$ cat config.mk
export PLATFORM = sky130hd
export DESIGN_NAME = rip_cnt_sampler
export DESIGN_NICKNAME = d
export VERILOG_FILES = /design/src/rtl/rip_cnt_pkg.sv /design/src/rtl/rip_cnt_sync.sv /design/src/rtl/rip_cnt_sampler.sv
export SDC_FILE = /design/constraint.sdc
export NUM_CORES = 1
export LEC_CHECK = 0
export CORE_ASPECT_RATIO = 0.75
export CORE_MARGIN = 1
export CORE_UTILIZATION = 49
export DETAILED_ROUTE_END_ITERATION = 10
export PLACE_DENSITY = 0.77
export SYNTH_ARGS = -nofsm -noshare
export SYNTH_HDL_FRONTEND = slang
export SYNTH_SLANG_ARGS = --single-unit
$ cat constraint.sdc
create_clock -name clk -period 2.8 [get_ports clk]
set_input_delay 0.56 -clock clk [delete_from_list [all_inputs] [get_ports clk]]
set_output_delay 0.56 -clock clk [all_outputs]
set_load 0.02 [all_outputs]
$ cat src/rtl/rip_cnt_pkg.sv
// Shared definitions for the ripple-counter sampler: tracker state encoding and default widths.
package rip_cnt_pkg;

    typedef enum logic {
        INIT  = 1'b0,
        TRACK = 1'b1
    } state_t;

    localparam int CNT_W_DEF         = 4;
    localparam int SYNC_STAGES_DEF   = 2;
    localparam int STABLE_CYCLES_DEF = 2;
    localparam int EXT_W_DEF         = 16;
    localparam int DLT_W_DEF         = 6;

endpackage

$ cat src/rtl/rip_cnt_sync.sv
// Brings the asynchronous ripple count into the clk domain and only accepts a value once it
// has been seen unchanged for enough consecutive synchronized samples.
module rip_cnt_sync
    import rip_cnt_pkg::*;
#(
    parameter int CNT_W         = CNT_W_DEF,
    parameter int SYNC_STAGES   = SYNC_STAGES_DEF,
    parameter int STABLE_CYCLES = STABLE_CYCLES_DEF
) (
    input  logic             clk,
    input  logic             rstn,
    input  logic [CNT_W-1:0] count_in,
    output logic             accept,
    output logic [CNT_W-1:0] acc_val
);

    localparam int STAB_W = (STABLE_CYCLES < 1) ? 1 : $clog2(STABLE_CYCLES + 1);

    logic [SYNC_STAGES-1:0][CNT_W-1:0] sync_q;
    logic [CNT_W-1:0]                  s;
    logic [CNT_W-1:0]                  cand;
    logic [STAB_W-1:0]                 stab;

    assign s = sync_q[SYNC_STAGES-1];

    // stab saturates at STABLE_CYCLES so a long-held value produces exactly one accept
    always_ff @(posedge clk or negedge rstn) begin
        if (!rstn) begin
            sync_q <= '0;
            cand   <= '0;
            stab   <= '0;
        end else begin
            sync_q <= {sync_q[SYNC_STAGES-2:0], count_in};
            if (s != cand) begin
                cand <= s;
                stab <= '0;
            end else if (stab < STAB_W'(STABLE_CYCLES)) begin
                stab <= stab + 1'b1;
            end
        end
    end

    assign accept  = (s == cand) && (stab == STAB_W'(STABLE_CYCLES - 1));
    assign acc_val = cand;

endmodule

$ cat src/rtl/rip_cnt_sampler.sv
// Turns filtered ripple-counter values into a wrap-extended count and a saturating
// increment accumulator handed to a consumer over valid/ready.
module rip_cnt_sampler
    import rip_cnt_pkg::*;
#(
    parameter int CNT_W         = CNT_W_DEF,
    parameter int SYNC_STAGES   = SYNC_STAGES_DEF,
    parameter int STABLE_CYCLES = STABLE_CYCLES_DEF,
    parameter int EXT_W         = EXT_W_DEF,
    parameter int DLT_W         = DLT_W_DEF
) (
    input  logic             clk,
    input  logic             rstn,
    input  logic             clr,
    input  logic [CNT_W-1:0] count_in,
    output logic [EXT_W-1:0] ext_count,
    output logic             wrap,
    output logic [DLT_W-1:0] delta,
    output logic             delta_valid,
    input  logic             delta_ready,
    output logic             ovf
);

    logic             accept;
    logic [CNT_W-1:0] acc_val;

    state_t           state_q, state_d;
    logic [CNT_W-1:0] last_q, last_d;
    logic [EXT_W-1:0] ext_q;
    logic [DLT_W-1:0] pend_q, pend_base;
    logic [DLT_W:0]   pend_sum;
    logic [CNT_W-1:0] step;
    logic             wrap_q, wrap_d;
    logic             ovf_q;
    logic             xfer;

    rip_cnt_sync #(
        .CNT_W         (CNT_W),
        .SYNC_STAGES   (SYNC_STAGES),
        .STABLE_CYCLES (STABLE_CYCLES)
    ) u_sync (
        .clk      (clk),
        .rstn     (rstn),
        .count_in (count_in),
        .accept   (accept),
        .acc_val  (acc_val)
    );

    // The first accepted value after INIT is only a baseline; modular subtraction absorbs wrap
    always_comb begin
        state_d = state_q;
        last_d  = last_q;
        step    = '0;
        wrap_d  = 1'b0;
        if (accept) begin
            case (state_q)
                INIT: begin
                    last_d  = acc_val;
                    state_d = TRACK;
                end
                TRACK: begin
                    if (acc_val != last_q) begin
                        step   = acc_val - last_q;
                        wrap_d = (acc_val < last_q);
                        last_d = acc_val;
                    end
                end
                default: ;
            endcase
        end
        if (clr) begin
            state_d = INIT;
            step    = '0;
            wrap_d  = 1'b0;
        end
    end

    assign xfer      = delta_valid && delta_ready;
    assign pend_base = xfer ? '0 : pend_q;
    assign pend_sum  = {1'b0, pend_base} + {{(DLT_W + 1 - CNT_W){1'b0}}, step};

    always_ff @(posedge clk or negedge rstn) begin
        if (!rstn) begin
            state_q <= INIT;
            last_q  <= '0;
            ext_q   <= '0;
            pend_q  <= '0;
            wrap_q  <= 1'b0;
            ovf_q   <= 1'b0;
        end else begin
            state_q <= state_d;
            last_q  <= last_d;
            wrap_q  <= wrap_d;
            if (clr) begin
                ext_q  <= '0;
                pend_q <= '0;
                ovf_q  <= 1'b0;
            end else begin
                ext_q <= ext_q + {{(EXT_W - CNT_W){1'b0}}, step};
                if (pend_sum[DLT_W]) begin
                    pend_q <= '1;
                    ovf_q  <= 1'b1;
                end else begin
                    pend_q <= pend_sum[DLT_W-1:0];
                end
            end
        end
    end

    assign ext_count   = ext_q;
    assign wrap        = wrap_q;
    assign delta       = pend_q;
    assign delta_valid = (pend_q != '0);
    assign ovf         = ovf_q;

endmodule

* Yosys cells after proc, flatten, opt, wreduce, memory -nomap -nowiden *
Cells that the tools add are included.

word-level totals
  register bits = 43
  output and inout bits = 25
  input port bits = 8
  logic and storage cells = 49

operators by class
  equal/unequal tests = 5
  bitwise operators = 1
  reduce and logical (&&, ||, !) cells = 7
  add/subtract/negate cells = 4
  magnitude comparators = 2
  mux-type cells = 20

operator list
  cell                                                    number
  2-to-1 mux 4 bit                                        5
  2-to-1 mux 6 bit                                        3
  adder 16 x 4 -> 16 bit                                  1
  2-to-1 mux 16 bit                                       1
  2-to-1 mux 1 bit                                        8
  inequality test 4 bit                                   2
  case mux 4 bit (2 select lines)                         1
  adder 6 x 4 -> 7 bit                                    1
  nonzero test 2 bit                                      3
  nonzero test 6 bit                                      1
  == test 4 bit                                           1
  < comparator 4 bit                                      1
  2-to-1 mux 2 bit                                        2
  subtractor 4 bit                                        1
  adder 2 x 1 -> 2 bit (second input constant)            1
  == test 2 x 1 -> 1 bit (second input constant)          1
  logical AND 1 bit                                       2
  < comparator 2 bit (second input constant)              1
  inequality test 2 x 1 -> 1 bit (second input constant)  1
  AND reduction 2 bit                                     1
  inverter 1 bit                                          1

* Longest topological paths before layout *
  word-level depth = 8
  gate-level depth with buffers = 14
  gate-level depth less buffers = 14

* By module *
From an unflattened synthesis, not the netlist that was laid out.

second synthesis, totals
  cell total of the unflattened synthesis = 223
  area total of the unflattened synthesis = 2278.4 um2

modules (own cells, without submodules)
  module           sequential area each (um2)  instances  area each (um2)  cells each
  rip_cnt_sampler  725.7                       1          1830.5           193
  rip_cnt_sync     350.3                       1          447.9            30

* Least setup slack after synthesis *
No wires, ideal clock.

  path kind = register to register
  start point = register u_sync.cand[3] (netlist: u_sync.acc_val[3])
  end point = register ext_q[9] (netlist: ext_count[9])
  arrival time = 2.620 ns
  required time = 2.680 ns
  cell stages (with the launch flop) = 12
  path buffers = 0
  setup time = 0.120 ns
  period minus slack after synthesis = 2.741 ns
  path slack = 0.059 ns
  path through = dfrtp_1 -> ha_1 -> nand3_1 -> nor2_1 -> or3_1 -> inv_1 -> and2_1 -> ha_1 -> a21oi_1 -> o21ai_2 -> a31o_2 -> a31o_2

on the way
  word-level cells in the longest chain between the ends = 7
  elaborated cells on any way between the ends = 10
  classes of those cells = add/sub (2); eq/ne (2); mux (5); reduce/logical (1)

ends and longest elaborated chain
  element                                                    line                                          RTL
  from (decl)                                                rip_cnt_sync.sv:21                            logic [CNT_W-1:0] cand;
  from (signal assigned)                                     rip_cnt_sync.sv:35                            cand <= s;
  subtractor 4 bit or inequality test 4 bit (tied branches)  rip_cnt_sampler.sv:63, rip_cnt_sampler.sv:62
  2-to-1 mux 4 bit                                           rip_cnt_sampler.sv:62                         if (acc_val != last_q) begin
  2-to-1 mux 4 bit                                           rip_cnt_sampler.sv:56                         case (state_q)
  2-to-1 mux 4 bit (*)                                       rip_cnt_sampler.sv:55                         if (accept) begin
  2-to-1 mux 4 bit (*)                                       rip_cnt_sampler.sv:71                         if (clr) begin
  adder 16 x 4 -> 16 bit (*)                                 rip_cnt_sampler.sv:99                         ext_q <= ext_q + {{(EXT_W - CNT_W){1'b0}}, step};
  2-to-1 mux 16 bit (*)                                      rip_cnt_sampler.sv:94                         if (clr) begin
  to (signal assigned)                                       rip_cnt_sampler.sv:99
  to (decl)                                                  rip_cnt_sampler.sv:29                         logic [EXT_W-1:0] ext_q;

Every way passes the cells marked *; elsewhere a longest branch is shown, timed or not.
A chain may end at the register's enable or synchronous reset.

* Worst setup path in the final report *
  start point = register u_sync.cand[1] (netlist: u_sync.acc_val[1])
  end point = register ext_q[12] (netlist: ext_count[12])

Same word-level chain as after synthesis.

==> flow_summary_export.csv <==
group,metric,value,unit
outcome,run_status,"complete, but fails checks",
outcome,violations,"setup timing",
pwr,leakagePower,1.40,nW
clock_tree,cts_tree,"yes",
clock_tree,postCtsHoldBufs,0,
floorplanning,start_util,51.8,%
clock_tree,numCtsBuffers,5,
yosys,synth_edf_count,0,
route,ant_nets,0,
pwr,irDropWorstVdd,243,µV
timing,setup_tns,-0.940,ns
worst_setup_path,cp-start-kind,"flip-flop",
min_path,min_path_type,"reg2reg",
clock_tree,clkSlewWorstSetupHoldPaths,0.09,ns
route,vias,2024,
layout,drive_above_1_share,31.5,%
route,first_pass_iters,4,
worst_setup_path,cp_slowest_cell,"dfrtp_2",
worst_setup_path,path_class,"reg2reg",
yosys,ys_types,46,
timing,finalHoldViolCount,0,
yosys,synth_seq_area_share,45.9,%
global_route,antenna_found_initial,0,
global_route,grt_start_max_net_pins,44,
placed_design,hpwl,3840,µm
timing,rsz0062_at_grt,"true",
worst_setup_path,cp-end-kind,"flip-flop",
yosys,synth_ff_type,"dfrtp_1",
yosys,synth_area_per_cell,9.97,µm²
layout,syn2layout_area_growth,39.5,%
layout,layout_common_cells,"41 x dfrtp_1, 39 x buf_4, 31 x clkdlybuf4s50_1, 22 x nor2_1, 18 x inv_1",
clock_tree,clkSinkCount,43,
pwr,powerDensity,404,mW/mm²
yosys,ys_async_sr_fraction,100,%
layout,fill_cells,330,
global_route,grt_pass1_wl,9270,µm
timing,slew_headroom,36.8,%
clock_tree,clk_latency,0.31,ns
worst_setup_path,cp_data_required_time,2.99,ns
global_route,grt_pass1_vias,1888,
floorplanning,design.portCount,33,
yosys,synthCells,235,
route,wl,5980,µm
timing,period_minus_slack,2.92,ns
timing,worst_slack,-0.125,ns
worst_setup_path,arrival,3.12,ns
run,timing.max_cap.violations,0,
yosys,syn_area,0.00234,mm²
global_route,overflow,0,
placed_design,gp_congestion,0.885,
yosys,synth_warnings,0,
worst_setup_path,cp_max_fo,4,
layout,mostFrequentLayoutCell,"dfrtp_1",
route,via_per_inst,5.59,
clock_tree,htreeDepth,2,
placed_design,portBuffers,32,
yosys,synth-seq-cells,43,
global_route,grt_use_total,25.7,%
timing,tightest_slew,0.949,ns
floorplanning,core,0.00452,mm²
route,drc,0,
timing,maxSlewViolCount,0,
yosys,synth_nets,257,
floorplanning,rows,21,
timing,finalSetupViolCount,13,
worst_setup_path,crit_chain,"xnor2_2, and4_1, nand2_2, or3_4, nor2_4, ha_1, and3_2, a21oi_2, a21boi_2, xnor2_1, nor2_1",
layout,final_util,72.3,%
layout,fin_nets,326,
route,drt_iter0_drc,162,
clock_tree,clock-root-buffer,"clkbuf_8",
layout,diodes,0,
timing,fin_skew,0.00958,ns
clock_tree,clk_path_buf_depth,2,
route,wire_per_inst,16.5,µm
floorplanning,floorplan.die.height,61.9,µm
floorplanning,die_area,0.00506,mm²
worst_setup_path,slowest_delay,0.48,ns
timing,fin_crit_sh,104,%
floorplanning,die_w,81.8,µm
timing,fmaxAchievable,0.342,GHz
## worst paths after layout
check,startpoint,endpoint,slack [ns],cells past startpoint
min in group asynchronous,rstn,ext_count[3],0.40,1
max,u_sync.acc_val[1],ext_count[12],-0.12,11
min reg2reg,u_sync.sync_q[3],u_sync.s[3],0.35,0
max in group asynchronous,rstn,u_sync.acc_val[3],1.76,1
max reg2reg,u_sync.acc_val[1],ext_count[12],-0.12,11
min,u_sync.sync_q[3],u_sync.s[3],0.35,0
## final cells by class
| type | instances | area (µm²) | area share, % |
|---|---|---|---|
| clock inverter | 3 | 46.3 | 1.42 |
| sequential | 43 | 1080 | 33.0 |
| tap | 57 | 71.3 | 2.18 |
| inverter | 20 | 77.6 | 2.37 |
| clock buffer | 5 | 68.8 | 2.11 |
| timing repair buffer | 71 | 608 | 18.6 |
| multi-input combinational | 163 | 1320 | 40.3 |
## logic make-up after synthesis
| group | after synthesis | share of synthesized area (%) |
|---|---|---|
| buf+inv | 29 | 5.39 |
| xor+xnor | 17 | 6.36 |
| compound gates | 57 | 17.4 |
| flops | 43 | 45.9 |
| fa+ha+maj | 14 | 8.44 |
| mux | 3 | 1.44 |
| simple gates | 72 | 15.1 |
## metrics by stage
stage	setup slack (ns)	cells	cell area, µm²	hold WS [ns]	total power [mW]
final	-0.125	362	3270	0.355	1.32
after global routing	-0.211	362	3270	0.363	1.37
after CTS	-0.0283	361	3200	0.357	1.32
after detailed placement	-0.294	346	2910	0.336	0.793
after global placement	-0.217	346	2910	0.332	0.787
after floorplan	0.0594	235	2340	0.264	0.729
## synthesized netlist by cell type (2+ instances only)
| library cell | instances | area share (%) |
|---|---|---|
| xnor2_1 | 13 | 4.9 |
| nand3_1 | 6 | 1.3 |
| fa_1 | 3 | 2.6 |
| and4_1 | 2 | 0.75 |
| a31o_2 | 3 | 1.1 |
| o211ai_1 | 2 | 0.64 |
| nand4_1 | 3 | 0.80 |
| a31oi_1 | 4 | 1.1 |
| o21ai_0 | 14 | 3.0 |
| and3_2 | 3 | 0.96 |
| nor2_1 | 25 | 4.0 |
| inv_1 | 20 | 3.2 |
| nor2b_1 | 6 | 1.6 |
| a21o_1 | 3 | 0.96 |
| dfrtp_1 | 43 | 46 |
| a21boi_0 | 2 | 0.64 |
| xor2_1 | 4 | 1.5 |
| a21oi_1 | 13 | 2.8 |
| ha_1 | 11 | 5.9 |
| or3_1 | 7 | 1.9 |
| nand2_1 | 15 | 2.4 |
| mux2_2 | 3 | 1.4 |
| o22ai_1 | 2 | 0.53 |
| clkbuf_1 | 6 | 0.96 |
## layer usage
metal	global-route usage (%)	wire, µm	vias up
li1	-	-	951
met1	34.2	2680	989
met2	41.7	2830	71
met3	5.40	350	13
met4	10.3	122	0
met5	0	0	-
## where the power goes
part	switching (mW)	internal, mW
registers	0.0145	0.638
clock network	0.236	0.269
logic	0.0840	0.0785
## sequential cells by signal (all words and copies together) (netlist names)
| name | flops |
|---|---|
| ext_count | 16 |
| delta | 6 |
| last_q | 4 |
| u_sync.acc_val | 4 |
| u_sync.s | 4 |
| u_sync.sync_q | 4 |
| u_sync.stab | 2 |
| ovf | 1 |
| state_q | 1 |
| wrap | 1 |
## critical path: cells and delay by family, from the launching register on
family	cells	cell delay, ns
AND/OR/NAND/NOR	6	1.22
flip-flops	1	0.48
XOR/XNOR	2	0.44
AO/OA/AOI/OAI	2	0.42
adder cells (fa/ha/maj)	1	0.27
## repair_timing
action / 4_1_cts / 5_1_grt
pin swaps: 15 / 12
resized for setup: 27 / 15
endpoints found under the setup margin: 20 / 20
buffers inserted: 7 / 1
No activity file was read; power rests on OpenSTA's default activity.
==> RTL change (config.mk and constraints unchanged) <==
Change the package constant `CNT_W_DEF` from 4 to 6.
--- a/src/rtl/rip_cnt_pkg.sv
+++ b/src/rtl/rip_cnt_pkg.sv
@@ -6,7 +6,7 @@
         TRACK = 1'b1
     } state_t;
 
-    localparam int CNT_W_DEF         = 4;
+    localparam int CNT_W_DEF         = 6;
     localparam int SYNC_STAGES_DEF   = 2;
     localparam int STABLE_CYCLES_DEF = 2;
     localparam int EXT_W_DEF         = 16;
Interface: changed (resized count_in); port bits go from 33 to 35. The function was not compared with the original's and may differ.
==> RTL change against the unedited design <==
Combinational power decreased by 24%; setup slack got worse by 0.35 ns; largest power group unchanged; largest cell class unchanged; sequential share of layout area decreased by 3.0 points; final area increased by 30%; synthesized area increased by 16%; critical path depth increased by 1; total power increased by 1.1%; sequential cell count increased by 8; the run still ends with setup timing left; routed wire length increased by 28%.
==> RTL change: results (changes against the unedited design) <==
* Setup crit start: u_sync.s[2]
* IO buf count at 34 (+6.3%)
* Most instantiated cells after synthesis: 51 x dfrtp_1, 35 x nor2_1, 19 x ha_1, 19 x inv_1, 19 x nor2b_1
* Max VDD drop at 0.279 mV (+15%)
* Share of post-route cells with drive strength above 1 at 0.433 (+0.119)
* Worst Tran Pin Value at 0.459 ns (-0.489 ns)
* Largest net degree at the start of global routing at 35 (-20%)
* Met3 usage at 0.0409 (-0.0131)
* Clock skew at 0.00969 ns (+0.000104 ns)
* Arrival @ worst endpoint at 3.49 ns (+0.37 ns)
* Reg2Reg Capture Point: ext_count[14]
* Final Net Count at 391 (+20%)
* Static leakage at 1.77 nW (+27%)
* Clk pwr share at 0.338 (-0.044)
* Worst Path Max Fanout at 6 (+2)
* DRT iter0 DRCs at 64 (-60%)
* Dpl ws at -0.671 ns (-0.377 ns)
* Hold Slack at 0.0220 ns (-0.333 ns)
* Fin worst setup slack at -0.476 ns (-0.351 ns)
* Slowest stage delay, CP at 0.43 ns (-0.05 ns)
* Final setup fails at 16 (+3)
* Placed cell areas at 0.00352 mm2 (+21%)
* Failing checks: setup timing
* WL per Instance at 17.6 um (+6.6%)
* Total Routing Usage GR at 0.232 (-0.0250)
* Mapped Nets at 298 (+16%)
* GPL Wtd Cong at 0.831 (-6.1%)
* Sw Share at 0.260 (+0.00686)
* Grt met2 use at 0.413 (-0.00397)
* Sequential fraction of the synthesis area at 0.468 (+0.00892)
* DP HPWL at 4460 um (+16%)
* Yosys cell types at 39 (-15%)
* Run status: complete, but fails checks
==> RTL change: cell families (layout without fill, tap and decap cells) <==
logic type / after synthesis / count (layout) / synth area share
AND/OR/NAND/NOR: 90 / 90 / 0.170
XOR/XNOR: 14 / 14 / 0.0450
buffers and inverters: 30 / 124 / 0.0418
adder cells (fa/ha/maj): 22 / 22 / 0.109
AO/OA/AOI/OAI: 43 / 43 / 0.100
flip-flops: 51 / 51 / 0.468
multiplexers: 16 / 16 / 0.0657
==> RTL change: worst max path at each step <==
stage | end | cells after the start
after detailed placement | ext_count[14] | 10
after global routing | ext_count[14] | 13
after floorplan | ext_count[12] | 12
after global placement | ext_count[12] | 10
final | ext_count[14] | 12
after CTS | ext_count[15] | 14
==> RTL change: metrics by stage <==
step	setup TNS [ns]	utilization	instances
global placement	-7.87	0.657	411
global route	-7.38	0.795	435
finish	-4.41	0.795	435
CTS	-3.34	0.708	426
floorplan	-1.55	-	266
detailed placement	-8.78	0.657	411
==> RTL change: worst max-delay path, delay by kind of cell, from the launching register on <==
| family | cells | cell delay (ns) |
|---|---|---|
| flip-flops | 1 | 0.43 |
| AND/OR/NAND/NOR | 5 | 1.16 |
| AO/OA/AOI/OAI | 3 | 0.54 |
| adder cells (fa/ha/maj) | 1 | 0.39 |
| XOR/XNOR | 1 | 0.17 |
| buffers and inverters | 1 | 0.16 |
| multiplexers | 1 | 0.33 |
==> RTL change: what timing repair did <==
action	CTS	global route
setup endpoints to repair	19	21
setup buffers	7	14
pin swaps	7	39
resized for setup	25	72
==> RTL change: area by class of cell <==
class	count	area, um2
fill	301	1100
tap	75	93.8
clock inverter	3	25.0
sequential	51	1280
multi-input combinational	185	1870
clock buffer	5	68.8
timing repair buffer	97	846
inverter	19	71.3
==> RTL change: power groups by stage <==
stage | Combinational [mW] | Sequential [mW] | Clock, mW
floorplan | 0.0481 | 0.773 | 0
global placement | 0.0988 | 0.773 | 0
detailed placement | 0.102 | 0.774 | 0
CTS | 0.109 | 0.759 | 0.448
global route | 0.134 | 0.762 | 0.476
finish | 0.123 | 0.760 | 0.451
==> RTL change: layer usage <==
layer,vias to the layer above,part of all wire,wire (um)
met3,25,0.049,377
met4,0,0.032,246
met2,81,0.50,3860
met1,1170,0.41,3170
met5,-,0,0
li1,1084,-,-
